File: src/rtl/pcie_vc_credit_scheduler_if.sv
// rtl/pcie_vc_credit_scheduler_if.sv - TLP output stream from the VC scheduler toward the DLL
interface pcie_vc_credit_scheduler_if #(
    parameter int TLP_W = 224
);
    logic             tlp_valid_o;
    logic             tlp_ready_i;
    logic [TLP_W-1:0] tlp_o;
    logic [2:0]       tlp_vc_o;

    modport master (
        output tlp_valid_o,
        output tlp_o,
        output tlp_vc_o,
        input  tlp_ready_i
    );

    modport slave (
        input  tlp_valid_o,
        input  tlp_o,
        input  tlp_vc_o,
        output tlp_ready_i
    );
endinterface

File: src/rtl/pcie_vc_credit_scheduler.sv
// rtl/pcie_vc_credit_scheduler.sv - weighted round-robin TLP scheduler gated by per-VC flow-control credits
module pcie_vc_credit_scheduler #(
    parameter int NUM_VC  = 2,
    parameter int TLP_W   = 224,
    parameter int HDR_CW  = 8,
    parameter int DATA_CW = 12
) (
    input  logic                      clk,
    input  logic                      rst,
    input  logic [NUM_VC-1:0]         vc_empty,
    input  logic [NUM_VC*TLP_W-1:0]   vc_rdata,
    output logic [NUM_VC-1:0]         vc_rden,
    input  logic [NUM_VC*4-1:0]       cfg_weight,
    input  logic                      fc_upd_valid,
    input  logic [2:0]                fc_upd_vc,
    input  logic [HDR_CW-1:0]         fc_upd_hdr_lim,
    input  logic [DATA_CW-1:0]        fc_upd_data_lim,
    output logic [NUM_VC-1:0]         credit_blocked_o,
    pcie_vc_credit_scheduler_if.master tlp
);

    typedef enum logic {ARB, SEND} state_t;

    localparam logic [HDR_CW-1:0]  HDR_HALF  = HDR_CW'(1) << (HDR_CW - 1);
    localparam logic [DATA_CW-1:0] DATA_HALF = DATA_CW'(1) << (DATA_CW - 1);

    state_t             state;
    logic [HDR_CW-1:0]  hdr_lim   [NUM_VC];
    logic [HDR_CW-1:0]  hdr_cons  [NUM_VC];
    logic [HDR_CW-1:0]  hdr_diff  [NUM_VC];
    logic [DATA_CW-1:0] data_lim  [NUM_VC];
    logic [DATA_CW-1:0] data_cons [NUM_VC];
    logic [DATA_CW-1:0] data_req  [NUM_VC];
    logic [DATA_CW-1:0] data_diff [NUM_VC];
    logic [NUM_VC-1:0]  fc_init;
    logic [NUM_VC-1:0]  suff;
    // Padded to 8 entries so a 3-bit pointer can index them directly
    logic [7:0]         elig8;
    logic [3:0]         weight8 [8];
    logic [2:0]         rr_ptr;
    logic [2:0]         winner;
    logic [2:0]         idx;
    logic [3:0]         burst_cnt;
    logic [3:0]         burst_nxt;
    logic               found;
    logic               grant;

    function automatic logic [DATA_CW-1:0] data_credits(input logic [31:0] dw0);
        logic [10:0] lp3;
        lp3 = {1'b0, dw0[9:0]} + 11'd3;
        if (!dw0[30])
            return '0;
        if (dw0[9:0] == 10'd0)
            return DATA_CW'(256);
        return DATA_CW'(lp3[10:2]);
    endfunction

    // Modular compare keeps the check correct across counter wrap
    always_comb begin
        elig8 = '0;
        suff  = '0;
        for (int i = 0; i < NUM_VC; i++) begin
            data_req[i]  = data_credits(vc_rdata[i*TLP_W +: 32]);
            hdr_diff[i]  = hdr_lim[i] - (hdr_cons[i] + HDR_CW'(1));
            data_diff[i] = data_lim[i] - (data_cons[i] + data_req[i]);
            suff[i]      = (hdr_diff[i] <= HDR_HALF) && (data_diff[i] <= DATA_HALF);
            elig8[i]     = !vc_empty[i] && fc_init[i] && suff[i];
        end
    end

    always_comb begin
        for (int i = 0; i < 8; i++)
            weight8[i] = 4'd1;
        for (int i = 0; i < NUM_VC; i++)
            weight8[i] = (cfg_weight[i*4 +: 4] == 4'd0) ? 4'd1 : cfg_weight[i*4 +: 4];
    end

    always_comb begin
        winner    = rr_ptr;
        burst_nxt = 4'd1;
        found     = 1'b0;
        idx       = '0;
        if (elig8[rr_ptr] && (burst_cnt < weight8[rr_ptr])) begin
            burst_nxt = burst_cnt + 4'd1;
        end else begin
            for (int k = 1; k <= NUM_VC; k++) begin
                idx = 3'((int'(rr_ptr) + k) % NUM_VC);
                if (!found && elig8[idx]) begin
                    found  = 1'b1;
                    winner = idx;
                end
            end
        end
        grant   = !rst && (state == ARB) && (|elig8);
        vc_rden = '0;
        for (int i = 0; i < NUM_VC; i++)
            vc_rden[i] = grant && (winner == 3'(i));
    end

    always_ff @(posedge clk) begin
        if (rst) begin
            state            <= ARB;
            tlp.tlp_valid_o  <= 1'b0;
            tlp.tlp_o        <= '0;
            tlp.tlp_vc_o     <= '0;
            credit_blocked_o <= '0;
            rr_ptr           <= '0;
            burst_cnt        <= '0;
            fc_init          <= '0;
            for (int i = 0; i < NUM_VC; i++) begin
                hdr_lim[i]   <= '0;
                hdr_cons[i]  <= '0;
                data_lim[i]  <= '0;
                data_cons[i] <= '0;
            end
        end else begin
            for (int i = 0; i < NUM_VC; i++) begin
                credit_blocked_o[i] <= !vc_empty[i] && fc_init[i] && !suff[i];
                if (fc_upd_valid && (fc_upd_vc == 3'(i))) begin
                    hdr_lim[i]  <= fc_upd_hdr_lim;
                    data_lim[i] <= fc_upd_data_lim;
                    fc_init[i]  <= 1'b1;
                end
                if (vc_rden[i]) begin
                    hdr_cons[i]  <= hdr_cons[i] + HDR_CW'(1);
                    data_cons[i] <= data_cons[i] + data_req[i];
                    tlp.tlp_o    <= vc_rdata[i*TLP_W +: TLP_W];
                end
            end
            case (state)
                ARB: begin
                    if (grant) begin
                        state           <= SEND;
                        tlp.tlp_valid_o <= 1'b1;
                        tlp.tlp_vc_o    <= winner;
                        rr_ptr          <= winner;
                        burst_cnt       <= burst_nxt;
                    end
                end
                SEND: begin
                    if (tlp.tlp_ready_i) begin
                        state           <= ARB;
                        tlp.tlp_valid_o <= 1'b0;
                    end
                end
                default: state <= ARB;
            endcase
        end
    end

endmodule

File: src/flat_wrapper.sv
// flat-port wrapper written by rule: the top's interface ports become plain ports
module pcie_vc_credit_scheduler_flat 
#(
    parameter int NUM_VC  = 2,
    parameter int TLP_W   = 224,
    parameter int HDR_CW  = 8,
    parameter int DATA_CW = 12
)
  (clk, rst, vc_empty, vc_rdata, vc_rden, cfg_weight, fc_upd_valid, fc_upd_vc, fc_upd_hdr_lim, fc_upd_data_lim, credit_blocked_o, tlp_tlp_valid_o, tlp_tlp_o, tlp_tlp_vc_o, tlp_tlp_ready_i);
  pcie_vc_credit_scheduler_if #(.TLP_W(TLP_W)) tlp_i ();
  input  logic clk;
  input  logic rst;
  input  logic [NUM_VC-1:0] vc_empty;
  input  logic [NUM_VC*TLP_W-1:0] vc_rdata;
  output logic [NUM_VC-1:0] vc_rden;
  input  logic [NUM_VC*4-1:0] cfg_weight;
  input  logic fc_upd_valid;
  input  logic [2:0] fc_upd_vc;
  input  logic [HDR_CW-1:0] fc_upd_hdr_lim;
  input  logic [DATA_CW-1:0] fc_upd_data_lim;
  output logic [NUM_VC-1:0] credit_blocked_o;
  output wire logic [$bits(tlp_i.tlp_valid_o)-1:0] tlp_tlp_valid_o;
  output wire logic [$bits(tlp_i.tlp_o)-1:0] tlp_tlp_o;
  output wire logic [$bits(tlp_i.tlp_vc_o)-1:0] tlp_tlp_vc_o;
  input wire logic [$bits(tlp_i.tlp_ready_i)-1:0] tlp_tlp_ready_i;
  assign tlp_tlp_valid_o = tlp_i.tlp_valid_o;
  assign tlp_tlp_o = tlp_i.tlp_o;
  assign tlp_tlp_vc_o = tlp_i.tlp_vc_o;
  assign tlp_i.tlp_ready_i = tlp_tlp_ready_i;
  pcie_vc_credit_scheduler #(.NUM_VC(NUM_VC), .TLP_W(TLP_W), .HDR_CW(HDR_CW), .DATA_CW(DATA_CW)) u_core (.clk(clk), .rst(rst), .vc_empty(vc_empty), .vc_rdata(vc_rdata), .vc_rden(vc_rden), .cfg_weight(cfg_weight), .fc_upd_valid(fc_upd_valid), .fc_upd_vc(fc_upd_vc), .fc_upd_hdr_lim(fc_upd_hdr_lim), .fc_upd_data_lim(fc_upd_data_lim), .credit_blocked_o(credit_blocked_o), .tlp(tlp_i));
endmodule
File: config.mk
export PLATFORM = sky130hd
export DESIGN_NAME = pcie_vc_credit_scheduler_flat
export DESIGN_NICKNAME = d
export VERILOG_FILES = /design/src/rtl/pcie_vc_credit_scheduler_if.sv /design/src/rtl/pcie_vc_credit_scheduler.sv /design/src/flat_wrapper.sv
export SDC_FILE = /design/constraint.sdc
export NUM_CORES = 1
export LEC_CHECK = 0
export CORE_AREA = 8 8 270 272
export DETAILED_ROUTE_END_ITERATION = 7
export DIE_AREA = 0 0 278 280
export GPL_TIMING_DRIVEN = 0
export SLEW_MARGIN = 15
export SYNTH_ARGS = -nofsm -noshare
export SYNTH_HDL_FRONTEND = slang
export SYNTH_SLANG_ARGS = --single-unit
File: constraint.sdc
create_clock -name clk -period 10.7 [get_ports clk]
set_input_delay 1.605 -clock clk [delete_from_list [all_inputs] [get_ports clk]]
set_output_delay 1.605 -clock clk [all_outputs]
set_load 0.02 [all_outputs]
### Yosys cells after proc, flatten, opt, wreduce, memory -nomap -nowiden

Memories as Yosys holds them, arrays and structs flattened.
Index checks and enable logic that the tools add are counted.

| operators by class | value |
|---|---|
| equal/unequal tests | 4 |
| muxes and demuxes | 59 |
| reductions and logical operators | 32 |
| magnitude comparators | 9 |
| add/subtract/negate cells | 13 |
| bitwise operators | 12 |

Operator list:

| kind | count |
|---|---|
| $mux 224 | 2 |
| $mux 12 | 12 |
| $mux 8 | 4 |
| $mux 1 | 27 |
| $add 12x12->12 | 2 |
| $le 12x12->1 const B | 2 |
| $sub 12x12->12 | 2 |
| $add 10x2->11 const B | 2 |
| $logic_not 10->1 | 2 |
| $mux 4 | 5 |
| $add 8x1->8 const B | 2 |
| $le 8x8->1 const B | 2 |
| $logic_and 1x1->1 | 16 |
| $sub 8x8->8 | 2 |
| $bmux 4 s3 | 1 |
| $lt 3x4->1 const B | 3 |
| $mux 3 | 3 |
| $logic_not 4->1 | 2 |
| $or 1x1->1 | 8 |
| $eq 3x1->1 const B | 2 |
| $logic_not 1->1 | 6 |
| $logic_not 3->1 | 2 |
| $add 4x1->4 const B | 1 |
| $bmux 1 s2 | 2 |
| other kinds (13) | 17 |

| word-level totals | value |
|---|---|
| bits of input ports | 485 |
| register bits | 237 |
| RAM bits | 80 |
| memories | 4 |
| output and inout bits | 232 |

Memories:

| name | depth | bits a word | read ports | clocked after memory_dff | write ports | line | RTL |
|---|---|---|---|---|---|---|---|
| u_core.data_cons | 2 | 12 | 2 | 0 | 2 | pcie_vc_credit_scheduler.sv:32 | `logic [DATA_CW-1:0] data_cons [NUM_VC];` |
| u_core.data_lim | 2 | 12 | 2 | 0 | 2 | pcie_vc_credit_scheduler.sv:31 | `logic [DATA_CW-1:0] data_lim [NUM_VC];` |
| u_core.hdr_cons | 2 | 8 | 2 | 0 | 2 | pcie_vc_credit_scheduler.sv:29 | `logic [HDR_CW-1:0] hdr_cons [NUM_VC];` |
| u_core.hdr_lim | 2 | 8 | 2 | 0 | 2 | pcie_vc_credit_scheduler.sv:28 | `logic [HDR_CW-1:0] hdr_lim [NUM_VC];` |

### Depth between registers and ports, before layout

| depth | value |
|---|---|
| word-level depth | 24 |
| gate-level depth with buffers | 30 |

### Worst setup path after synthesis

OpenSTA, ideal clock, no wires.

| timing | value |
|---|---|
| path kind | input-to-reg |
| start | input port vc_rdata[225] |
| end | memory u_core.data_cons[1][0], in the netlist u_core.data_cons[0][12], enable pin |
| path buffers | 3 |
| required time | 10.275 ns |
| cell stages on the path | 28 |
| library setup time | 0.425 ns |
| data arrival time | 7.656 ns |
| path slack | 2.620 ns |
| path through | nor2_1 -> nor2b_1 -> xnor2_1 -> or2_2 -> fa_1 -> nor2b_1 -> o21ai_0 -> a21boi_0 -> o21ai_0 -> a21oi_1 -> o21ai_0 -> a21oi_1 -> o21ai_0 -> xor2_1 -> ha_1 -> nand2b_1 -> nand3b_1 -> a2111oi_0 -> o221ai_1 -> a211o_1 -> nor4_2 -> o211ai_1 -> a21o_1 -> buf_2 -> and2_1 -> buf_2 -> buf_2 -> o21ai_0 |

RTL lines:

| what | line | RTL |
|---|---|---|
| start: declaration | flat_wrapper.sv:14 | `input logic [NUM_VC*TLP_W-1:0] vc_rdata;` |
| end: declaration | pcie_vc_credit_scheduler.sv:32 |  |

### Final worst setup path

| timing | value |
|---|---|
| start | input port vc_rdata[6] |
| end | output port vc_rden[0] |

| between the ends | value |
|---|---|
| word-level cells in the longest chain between the ends | 20 |
| elaborated cells between the ends (all ways) | 30 |

Ends and longest elaborated chain:

| what | line | RTL |
|---|---|---|
| parallel branches: the longest is 3 deep, another holds $add 10x2->11 | -- |  |
| $mux 12 * | pcie_vc_credit_scheduler.sv:55 | `return DATA_CW'(lp3[10:2]);` |
| $mux 12 * | pcie_vc_credit_scheduler.sv:53 | `if (dw0[9:0] == 10'd0)` |
| $add 12x12->12 * | pcie_vc_credit_scheduler.sv:65 | `data_diff[i] = data_lim[i] - (data_cons[i] + data_req[i]);` |
| $sub 12x12->12 * | pcie_vc_credit_scheduler.sv:65 |  |
| $le 12x12->1 * | pcie_vc_credit_scheduler.sv:66 | `suff[i] = (hdr_diff[i] <= HDR_HALF) && (data_diff[i] <= DATA_HALF);` |
| $logic_and 1x1->1 * | pcie_vc_credit_scheduler.sv:66 |  |
| $logic_and 1x1->1 * | pcie_vc_credit_scheduler.sv:67 | `elig8[i] = !vc_empty[i] && fc_init[i] && suff[i];` |
| (+2 left out) | -- |  |
| $mux 1 | pcie_vc_credit_scheduler.sv:88 | `if (!found && elig8[idx]) begin` |
| $mux 1 | pcie_vc_credit_scheduler.sv:83 | `if (elig8[rr_ptr] && (burst_cnt < weight8[rr_ptr])) begin` |
| $logic_not 1->1 | pcie_vc_credit_scheduler.sv:88 |  |
| $logic_and 1x1->1 | pcie_vc_credit_scheduler.sv:88 |  |
| $mux 3 | pcie_vc_credit_scheduler.sv:88 |  |
| $mux 3 | pcie_vc_credit_scheduler.sv:83 |  |
| $logic_not 3->1 | pcie_vc_credit_scheduler.sv:97 | `vc_rden[i] = grant && (winner == 3'(i));` |
| $logic_and 1x1->1 * | pcie_vc_credit_scheduler.sv:97 |  |
| end: declaration | flat_wrapper.sv:15 | `output logic [NUM_VC-1:0] vc_rden;` |

Mark *: on every way between the ends. The select of a mux whose other input is x is not followed.

==> reports/qor.txt <==
Fin. max-slew vios = 0
Actual slew at the worst max-slew pin = 1.067 ns
Port bufs = 715
Fmax = 0.09851 GHz
CTS tree = done
Post-Layout Inst Area = 0.02739 mm^2
Final core utilization = 39.73%
Cts hold-fix bufs = 0
DIE AREA = 0.07784 mm^2
Drt pass-1 iters = 5
Ys async rst share = 0%
Min-Delay Path Depth = 2
Worst slack on hold paths = 0.4871 ns
Worst hold endpoint = u_core.fc_init[0]
Register Area = 0.007147 mm^2
Core box area = 0.06894 mm^2
Final period utilization = 94.87%
Clk sink count = 317
WL final = 94.50 mm
Routed WL per cell = 25.74 um
Unrepaired setup endpoints after global routing = false
Synth Register Bits = 317
Initial antenna violation count = 26
Startpoint Class = input pin
Yosys warnings = 0
First DRT Iteration DRCs = 1444
HP Class = register to register
Clock Path Buffers = 3
Seq/Total Area, Yosys = 40.63%
Largest net degree at the start of global routing = 21
Chip width = 278 um
Status = finished clean
Worst R2R Setup Slack = 4.26 ns
Layout Skew = 0.01825 ns
Mapped Area = 0.01759 mm^2
Clock latency on the worst-skew pair = 0.57 ns
Gr usage total = 23.03%
CTS Buf Count = 42
Worst VDD drop = 0.08226 mV
Setup TNS Final = 0 ns
Setup Viol. Count Final = 0
Syn Nets = 2523
Predominant post-synthesis flop cell = dfxtp_1
Cell taking the most area after synthesis = dfxtp_1
Max-slew headroom = 28.87%
Yosys top cell area share = 26.97%
Post-detail-place hpwl = 76.66 mm
Reg2reg end = u_core.data_cons[0][23]
CP Capture Type = output pin
Fillers = 6983
Vias per cell = 5.208
H-tree levels = 2
Root Driver = clkbuf_16
Gr ovfl total = 0
Mapped Avg Cell Area = 8.920 um^2
Row cnt = 97
Reg2reg start = u_core.data_cons[0][12]
Number of nets in the layout = 3285
Tot Pwr = 3.333 mW
Pwr Density = 121.7 mW/mm^2
Vias in the first global route = 19060
Post-DRT Antenna Nets = 0
Clock transition at path regs = 0.06 ns
Cell variety after synth = 63
DRC Markers = 0
Layout cells sized above 1 = 9.703%
Top cells by area, synth = dfxtp_1 (27%), edfxtp_1 (14%), nand2_1 (10%)
Crit Path Max Fanout = 10
Area of the multi-input gates = 0.009439 mm^2
Hold Startpoint = u_core.fc_init[0]
DP Area = 0.02592 mm^2
Crit Path Class = input pin to output pin
Initial Utilization = 25.52%
Vias = 19130
Global-route wire length before repair = 134.1 mm
Die Y = 280 um
Area growth, synth to finish = 55.70%
Worst EP required = 9.10 ns
Worst reg-to-reg path cell count = 27
Max-cap violations = 0
Period minus WS final = 10.15 ns
Synth Instances = 1972
Leak pwr = 9.298 nW
Final GP Congestion = 0.9400
WP data arrival = 8.55 ns
# IOs = 717
Hold violation count in the final report = 0
Number of synthesized flops with an enable pin = 80
==> what timing repair did <==
| action | in CTS | in global routing |
|---|---|---|
| gates resized for setup | 0 | 11 |
| setup endpoints to repair | 0 | 2 |
| buffers inserted | 0 | 0 |
==> layer usage <==
layer  track usage (%)  wire (um)
met5                 0         55
met4             6.658       2556
met3             6.917       8355
met2             37.38      44270
met1             29.45      39260
==> synthesized netlist by cell type (all sizes together), types with 3 or more instances <==
master / count
o221ai: 216
xor2: 29
ha: 60
inv: 43
a21boi: 8
a211oi: 6
edfxtp: 80
nor2: 83
xnor2: 36
a21oi: 33
and3: 30
nor4: 8
mux2i: 5
or3: 6
o211ai: 15
and2: 8
dfxtp: 237
nor3: 16
buf: 88
a31oi: 6
mux2: 3
o21ai: 40
fa: 6
o2111ai: 3
nand3: 27
nor2b: 12
o21a: 8
clkbuf: 97
nand2: 469
a21o: 12
nand3b: 3
nand2b: 14
nand4: 231
nor3b: 9
a2111oi: 3
==> through the flow <==
step / setup slack (ns) / cells
4_1_cts: 0.1435 / 3653
3_5_place_dp: 0.1869 / 3581
5_1_grt: 0.02539 / 3666
6_report: 0.5487 / 3672
3_3_place_gp: -0.2544 / 3578
2_1_floorplan: 2.620 / 1972
==> power by group <==
group	total (mW)	internal (mW)	leakage [nW]	switching, mW
clock	1.46	0.870	0.667	0.595
sequential	1.28	1.26	2.71	0.0185
combinational	0.589	0.304	5.92	0.285
total	3.33	2.43	9.30	0.898
==> cells in the final DEF (no fill, tap or decap), types with 36 or more instances in the layout <==
cell             synthesis  routed
clkdlybuf4s50_1          0     714
nand2_1                469     469
dfxtp_1                237     237
nand4_1                231     231
o221ai_1               116     116
clkbuf_1                97     106
o221ai_2               100     100
nor2_1                  83      83
edfxtp_1                80      80
buf_2                   67      65
ha_1                    60      60
inv_1                   43      43
clkbuf_16                0      43
xnor2_1                 36      36
==> worst max path at each step <==
stage	cells after the start	startpoint	to
after floorplan	28	vc_rdata[225]	u_core.data_cons[0][12]
after global placement	26	vc_rdata[4]	u_core.data_cons[0][2]
after detailed placement	27	vc_rdata[4]	vc_rden[1]
after CTS	27	vc_rdata[4]	vc_rden[1]
after global routing	30	vc_rdata[227]	vc_rden[1]
final	27	vc_rdata[6]	vc_rden[0]
==> area by class of cell <==
type                       instances  share of cell area (%)
multi-input combinational       1427                   34.46
clock inverter                    14                  0.7264
clock buffer                      58                   4.317
buffer                           185                   3.262
sequential                       317                   26.09
tap                              891                   4.070
antenna                           19                  0.1736
timing repair buffer             718                   26.30
inverter                          43                  0.5893
==> registers in the layout, summed over array words and instances (netlist names), 2 cells and up <==
| signal | count |
|---|---|
| u_core.credit_blocked_o | 2 |
| u_core.hdr_cons | 16 |
| u_core.tlp.tlp_o | 224 |
| u_core.hdr_lim | 16 |
| u_core.burst_cnt | 4 |
| u_core.fc_init | 2 |
| u_core.data_lim | 24 |
| u_core.tlp.tlp_vc_o | 3 |
| u_core.data_cons | 24 |
==> critical path: stages <==
cell and delay, ns:
clkdlybuf4s50_1 0.53, nor4_1 0.32, nand3_1 0.15, nand2_1 0.22
nor2_1 0.08, ha_1 0.34, nor2b_1 0.16, o21ai_0 0.19
a21boi_0 0.11, o21ai_0 0.20, a21boi_0 0.12, o21ai_0 0.22
a21boi_0 0.12, o21ai_0 0.21, xor2_1 0.30, ha_1 0.33
or4b_2 0.24, nor3_1 0.05, nor4_1 0.31, nand4_1 0.13
nor3_1 0.19, nand3_1 0.20, a2111oi_4 0.62, o21ai_2 0.26
clkbuf_1 0.36, nor2_1 0.30, clkdlybuf4s50_1 0.67
==> cell families (layout without fill, tap and decap cells) <==
group	count (synthesis)	count (layout)	synth area share, %
AOI/OAI and AO/OA	368	368	20.03
xor gates and xnor gates	65	65	3.236
adders and majority gates	66	66	4.951
buffers and inverters	228	1018	5.961
DFF	317	317	40.63
muxes	8	8	0.4766
other	0	19	0
and+or+nand+nor	920	920	24.72
Note: power is estimated with default switching activity, not from simulation.
